## config.mk

```make
export PLATFORM = sky130hd
export DESIGN_NAME = mips_cpu_harvard_mem_arbiter
export DESIGN_NICKNAME = d
export VERILOG_FILES = /design/src/rtl/mips_cpu_harvard_mem_arbiter.sv
export SDC_FILE = /design/constraint.sdc
export NUM_CORES = 1
export LEC_CHECK = 0
export BUFFER_PORTS_ARGS = -buffer_cell sky130_fd_sc_hd__buf_4
export CAP_MARGIN = 5
export CORE_AREA = 2 2 114 116
export DETAILED_ROUTE_END_ITERATION = 8
export DIE_AREA = 0 0 116 118
export PLACE_DENSITY_LB_ADDON = 0.12
export SLEW_MARGIN = 20
export SYNTH_ARGS = -nofsm -noshare
export SYNTH_HDL_FRONTEND = slang
export SYNTH_SLANG_ARGS = --single-unit
```

## constraint.sdc

```tcl
create_clock -name clk -period 3.3 [get_ports clk]
set_input_delay 0.825 -clock clk [delete_from_list [all_inputs] [get_ports clk]]
set_output_delay 0.825 -clock clk [all_outputs]
set_load 0.01 [all_outputs]
```

## src/rtl/mips_cpu_harvard_mem_arbiter.sv

```systemverilog
// Time-multiplexes one single-port synchronous RAM between the fetch and data ports of
// mips_cpu_harvard, then releases the CPU for one clk_enable cycle. Optional macro: ARB_STALL_COUNT_EN.
module mips_cpu_harvard_mem_arbiter #(
  parameter int READ_LATENCY = 1
) (
  input  logic        clk,
  input  logic        reset,
  input  logic        cpu_active,
  output logic        cpu_clk_enable,
  input  logic [31:0] instr_address,
  output logic [31:0] instr_readdata,
  input  logic [31:0] data_address,
  input  logic        data_read,
  input  logic        data_write,
  input  logic [31:0] data_writedata,
  output logic [31:0] data_readdata,
  output logic [31:0] mem_address,
  output logic        mem_read,
  output logic        mem_write,
  output logic [31:0] mem_writedata,
  input  logic [31:0] mem_readdata,
  output logic [31:0] stall_cycles
);

  typedef enum logic [2:0] {
    S_IFETCH,
    S_IWAIT,
    S_DACC,
    S_DWAIT,
    S_RELEASE,
    S_HALT
  } state_e;

  // The wait counter runs 0..READ_LATENCY-1; the last value is the capture cycle.
  localparam logic [2:0] LAST_CNT = 3'(READ_LATENCY - 1);

  state_e      state_q, state_d;
  logic [2:0]  lat_cnt_q, lat_cnt_d;
  logic        committed_q, committed_d;
  logic [31:0] instr_rdata_q, instr_rdata_d;
  logic [31:0] data_rdata_q, data_rdata_d;

  // NOTE: sequential state uses non-blocking assignments so every flop samples pre-edge values.
  always_ff @(posedge clk) begin
    if (reset) begin
      state_q       <= S_IFETCH;
      lat_cnt_q     <= '0;
      committed_q   <= 1'b0;
      instr_rdata_q <= '0;
      data_rdata_q  <= '0;
    end else begin
      state_q       <= state_d;
      lat_cnt_q     <= lat_cnt_d;
      committed_q   <= committed_d;
      instr_rdata_q <= instr_rdata_d;
      data_rdata_q  <= data_rdata_d;
    end
  end

  // NOTE: every combinational output gets a default first, so no path can infer a latch.
  always_comb begin
    state_d        = state_q;
    lat_cnt_d      = lat_cnt_q;
    committed_d    = committed_q;
    instr_rdata_d  = instr_rdata_q;
    data_rdata_d   = data_rdata_q;
    cpu_clk_enable = 1'b0;
    mem_address    = '0;
    mem_read       = 1'b0;
    mem_write      = 1'b0;
    mem_writedata  = '0;

    if (reset) begin
      // Let the CPU see its own synchronous reset; the RAM stays idle.
      cpu_clk_enable = 1'b1;
    end else begin
      unique case (state_q)
        S_IFETCH: begin
          if (committed_q && !cpu_active) begin
            state_d = S_HALT;
          end else begin
            mem_address = instr_address;
            mem_read    = 1'b1;
            lat_cnt_d   = '0;
            state_d     = S_IWAIT;
          end
        end
        S_IWAIT: begin
          if (lat_cnt_q == LAST_CNT) begin
            instr_rdata_d = mem_readdata;
            lat_cnt_d     = '0;
            state_d       = S_DACC;
          end else begin
            lat_cnt_d = lat_cnt_q + 3'd1;
          end
        end
        S_DACC: begin
          // A store wins over a simultaneous load request.
          if (data_write) begin
            mem_address   = data_address;
            mem_writedata = data_writedata;
            mem_write     = 1'b1;
            state_d       = S_RELEASE;
          end else if (data_read) begin
            mem_address = data_address;
            mem_read    = 1'b1;
            lat_cnt_d   = '0;
            state_d     = S_DWAIT;
          end else begin
            cpu_clk_enable = 1'b1;
            committed_d    = 1'b1;
            state_d        = S_IFETCH;
          end
        end
        S_DWAIT: begin
          if (lat_cnt_q == LAST_CNT) begin
            data_rdata_d = mem_readdata;
            lat_cnt_d    = '0;
            state_d      = S_RELEASE;
          end else begin
            lat_cnt_d = lat_cnt_q + 3'd1;
          end
        end
        S_RELEASE: begin
          cpu_clk_enable = 1'b1;
          committed_d    = 1'b1;
          state_d        = S_IFETCH;
        end
        S_HALT: begin
          state_d = S_HALT;
        end
        default: begin
          state_d = S_IFETCH;
        end
      endcase
    end
  end

  assign instr_readdata = instr_rdata_q;
  assign data_readdata  = data_rdata_q;

`ifdef ARB_STALL_COUNT_EN
  logic [31:0] stall_q, stall_d;

  // Counts every live cycle in which the CPU is held; wraps naturally at 2^32.
  always_comb begin
    stall_d = stall_q;
    if (state_q != S_HALT && !cpu_clk_enable) begin
      stall_d = stall_q + 32'd1;
    end
  end

  always_ff @(posedge clk) begin
    if (reset) begin
      stall_q <= '0;
    end else begin
      stall_q <= stall_d;
    end
  end

  assign stall_cycles = stall_q;
`else
  assign stall_cycles = '0;
`endif

endmodule

```

# After elaboration in Yosys (flattened, before gate mapping)
# Cells that the tools add are included.
[op_classes] n_addsub=1 eq_ne=11 mux=34 reduce_logical=12
[ops] operator="two-way mux 32 bit" n=7
[ops] operator="one-hot mux 32 bit (2 select lines)" n=1
[ops] operator="two-way mux 3 bit" n=8
[ops] operator="one-hot mux 3 bit (5 select lines)" n=1
[ops] operator="two-way mux 1 bit" n=12
[ops] operator="!= test 2 bit (second input constant)" n=6
[ops] operator="one-hot mux 3 bit (3 select lines)" n=1
[ops] operator="== test 3 x 2 -> 1 bit (second input constant)" n=2
[ops] operator="== test 3 bit (second input constant)" n=2
[ops] operator="zero test 3 bit" n=2
[ops] operator="one-hot mux 1 bit (2 select lines)" n=3
[ops] operator="AND reduction 2 bit" n=3
[ops] operator="AND reduction 4 bit" n=1
[ops] operator="adder 3 x 1 -> 3 bit (second input constant)" n=1
[ops] operator="== test 3 x 1 -> 1 bit (second input constant)" n=1
[ops] operator="AND reduction 3 bit" n=1
[ops] operator="nonzero test 3 bit" n=1
[ops] operator="two-way mux 2 bit" n=1
[ops] operator="nonzero test 2 bit" n=1
[ops] operator="OR reduction 2 bit" n=1
[ops] operator="logical AND 1 bit" n=1
[ops] operator="zero test 1 bit" n=1
[totals] reg_bits=71 inputBits=133 output_inout_bits=163 word_cells=63

# Depth between registers and ports, before layout
[depth] word_depth=5 depth_mapped=9 mapped_depth_nobuf=6

# Worst setup path after synthesis
# OpenSTA, ideal clock, no wires.
[synth_path] path_type="input -> output" from="in cpu_active" to="out mem_address[10]" t_arrival_ns=1.911 setup_slack_ns=0.564 stages=5 cell_sequence="inv_1 -> a2111oi_4 -> clkbuf_1 -> a22oi_1 -> nor2_1"
[synth_via] elab_chain_len=5
[synth_lines] element="from (decl)" line_no="8" rtl="input logic cpu_active,"
[synth_lines] element="zero test 1 bit" line_no="79" rtl="if (committed_q && !cpu_active) begin"
[synth_lines] element="logical AND 1 bit" line_no="79"
[synth_lines] element="two-way mux 32 bit" line_no="79"
[synth_lines] element="one-hot mux 32 bit (2 select lines)" line_no="77" rtl="unique case (state_q)"
[synth_lines] element="two-way mux 32 bit" line_no="73" rtl="if (reset) begin"
[synth_lines] element="to (decl)" line_no="17" rtl="output logic [31:0] mem_address,"
# Every way passes these cells.

# Final worst setup path
[layout_path] from="reg state_q[1]" to="out mem_writedata[0]"
[layout_via] elab_chain_len=3
[layout_lines] element="from (decl)" line_no="37" rtl="state_e state_q, state_d;"
[layout_lines] element="from (signal assigned)" line_no="52" rtl="state_q <= state_d;"
[layout_lines] element="== test 3 x 2 -> 1 bit" line_no="77"
[layout_lines] element="two-way mux 32 bit" line_no="77"
[layout_lines] element="two-way mux 32 bit" line_no="73"
[layout_lines] element="to (decl)" line_no="20" rtl="output logic [31:0] mem_writedata,"
# Every way passes these cells.

==> reports/metrics.cfg <==
[run_status]
status=complete, no violations

[drt]
wl_per_cell_um=13.90
dr_total_vias=3976
via_per_inst=4.403
drtIter0Drc=270
routed_wl_um=12550
drc=0
dr.pass1.iters=4
ant_nets=0

[layout]
design_area_sq_um=5829
layout_commonest_cell=buf_4
drive_gt1_share_pct=40.63
multi_input_area_sq_um=1826
stdcell_count=903
fillCellCount=1286
antenna_cells=0
seq_area_sq_um=1421
finish.utilization_pct=46.96
syn2layout_area_growth_pct=63.13
mostFrequentLayoutCells=buf_4 (273), nand2_1 (129), dfxtp_1 (71)
nets=861

[sta]
rsz0062_at_grt=no
timing.final.ws_setup_ps=292.9
slew_headroom_pct=49.89
worst_slew_pin_slew_ps=751.7
period_needed_ps=3007
clock_skew_ps=7.831
hold_violations=0
fin_setup_tns_ps=0
hold_ws_ps=452.2
finalMaxSlewViolations=0
clock.fmax_mhz=332.5
setup_viol=0
finalCritPeriodShare_pct=91.12

[die]
fp.dieW_um=116
die_h_um=118
io_pins=296
core_area_sq_um=12410
dieArea_sq_um=13690
floorplan.initialDensity_pct=28.78
num_rows=41

[clocking]
cts.repair.resized=0
insertion_delay_ps=330
htreeDepth=3
clock-sinks=71
cts.clk_slew.worst_paths_ps=60
cts_buffers=9
clockBufferDepth=2
cts-root-buf=clkbuf_16
cts_tree=done
hold_buffers=0
post_cts_buffers=0

[synth]
ys_types=36
syn_avg_cell_area_sq_um=7.429
synth-edff-count=0
netlist_area_sq_um=3573
async_flop_share_pct=0
seq_area_frac_synth_pct=39.78
syn_inst=481
ys_ff_latch=71
synth_ff_type=dfxtp_1
ys_warn_count=0

[setup_path]
cp.required_ps=2470
start_kind=flop
arrival_ps=2180
crit_type=reg -> out
worst_setup_path_end_kind=output port
worstPathMaxFanout=33

[global_routing]
antenna_found_initial=0
grt_pass1_wl_um=19130
grt_pass1_vias=3727
track_usage_pct=17.49
grt_overflow_total=0
grt_max_degree=72

[min_path]
hold_path_class=reg -> reg

[placed_design]
placed_area_sq_um=5530
portBuffers=263
place_inst=887
place_ws_ps=484.9
gp_congestion=0.9200
dp_hpwl_um=9486

[power]
cellPowerDensity_nw_per_um2=471.6
p_total_mw=2.749
power_leakage_nw=2.733
irDropWorstVdd_v=0.0002269

[run]
drv_cap=0

==> final timing paths <==
path | slack [ps] | cells past startpoint | startpoint | endpoint
worst max-delay path | 290 | 5 | state_q[1]$_SDFFE_PP0P_ | mem_writedata[0]
worst min-delay path | 450 | 2 | instr_readdata[17]$_SDFFE_PP0P_ | instr_readdata[17]$_SDFFE_PP0P_
worst max register to register | 1030 | 7 | lat_cnt_q[0]$_SDFFE_PP0P_ | instr_readdata[9]$_SDFFE_PP0P_
worst min register to register | 450 | 2 | instr_readdata[17]$_SDFFE_PP0P_ | instr_readdata[17]$_SDFFE_PP0P_
==> registers in the layout, summed over array words and instances (netlist names) <==
name	flops
committed_q	1
data_readdata	32
instr_readdata	32
lat_cnt_q	3
state_q	3
==> cell families (layout without fill, tap and decap cells) <==
kind of cell | Yosys count | in the layout | synth area share, %
mux | 1 | 1 | 0.3151
compound gates | 108 | 108 | 18.45
other cells | 1 | 32 | 0.1049
buf+inv | 75 | 294 | 12.57
flops | 71 | 71 | 39.78
fa+ha+maj | 2 | 2 | 0.7002
xor+xnor | 1 | 1 | 0.2451
simple gates | 222 | 222 | 27.84
==> critical path, cell delays in order (launching register included) <==
cell     delay [ps]
dfxtp_1         600
or3b_4          470
nor3b_4         170
buf_4           270
and2_1          210
buf_4           140
==> synth_stat cells, types with 3 or more instances <==
cell	instances	area (sq um)
a21oi_1	68	340.3
a22oi_1	34	255.2
and2_1	33	206.5
buf_2	11	55.05
buf_4	33	247.7
buf_6	4	45.04
clkbuf_1	20	75.07
dfxtp_1	71	1421
inv_1	5	18.77
nand2_1	129	484.2
nand2b_1	3	18.77
nor2_1	40	150.1
or2_2	3	18.77
==> power by group <==
group | internal [mW] | switching (mW)
Combinational | 0.395 | 0.421
Sequential | 0.926 | 0.0486
Clock | 0.589 | 0.370
==> metal layers <==
metal	vias to the layer above	wire, um	GRT usage, %
met5	-	0	0
met4	0	132	4.613
met3	11	982	5.252
met2	178	6283	29.97
met1	1791	5150	21.09
li1	1996	-	-
==> layout make-up <==
type	count	share of cell area (%)
well taps	172	3.692
multi-input cells	366	31.32
clock inverters	6	1.202
clock buffers	10	3.928
repair buffers	273	35.16
inverters	5	0.3220
flip-flops and latches	71	24.38
Note: power is estimated with default switching activity, not from simulation.
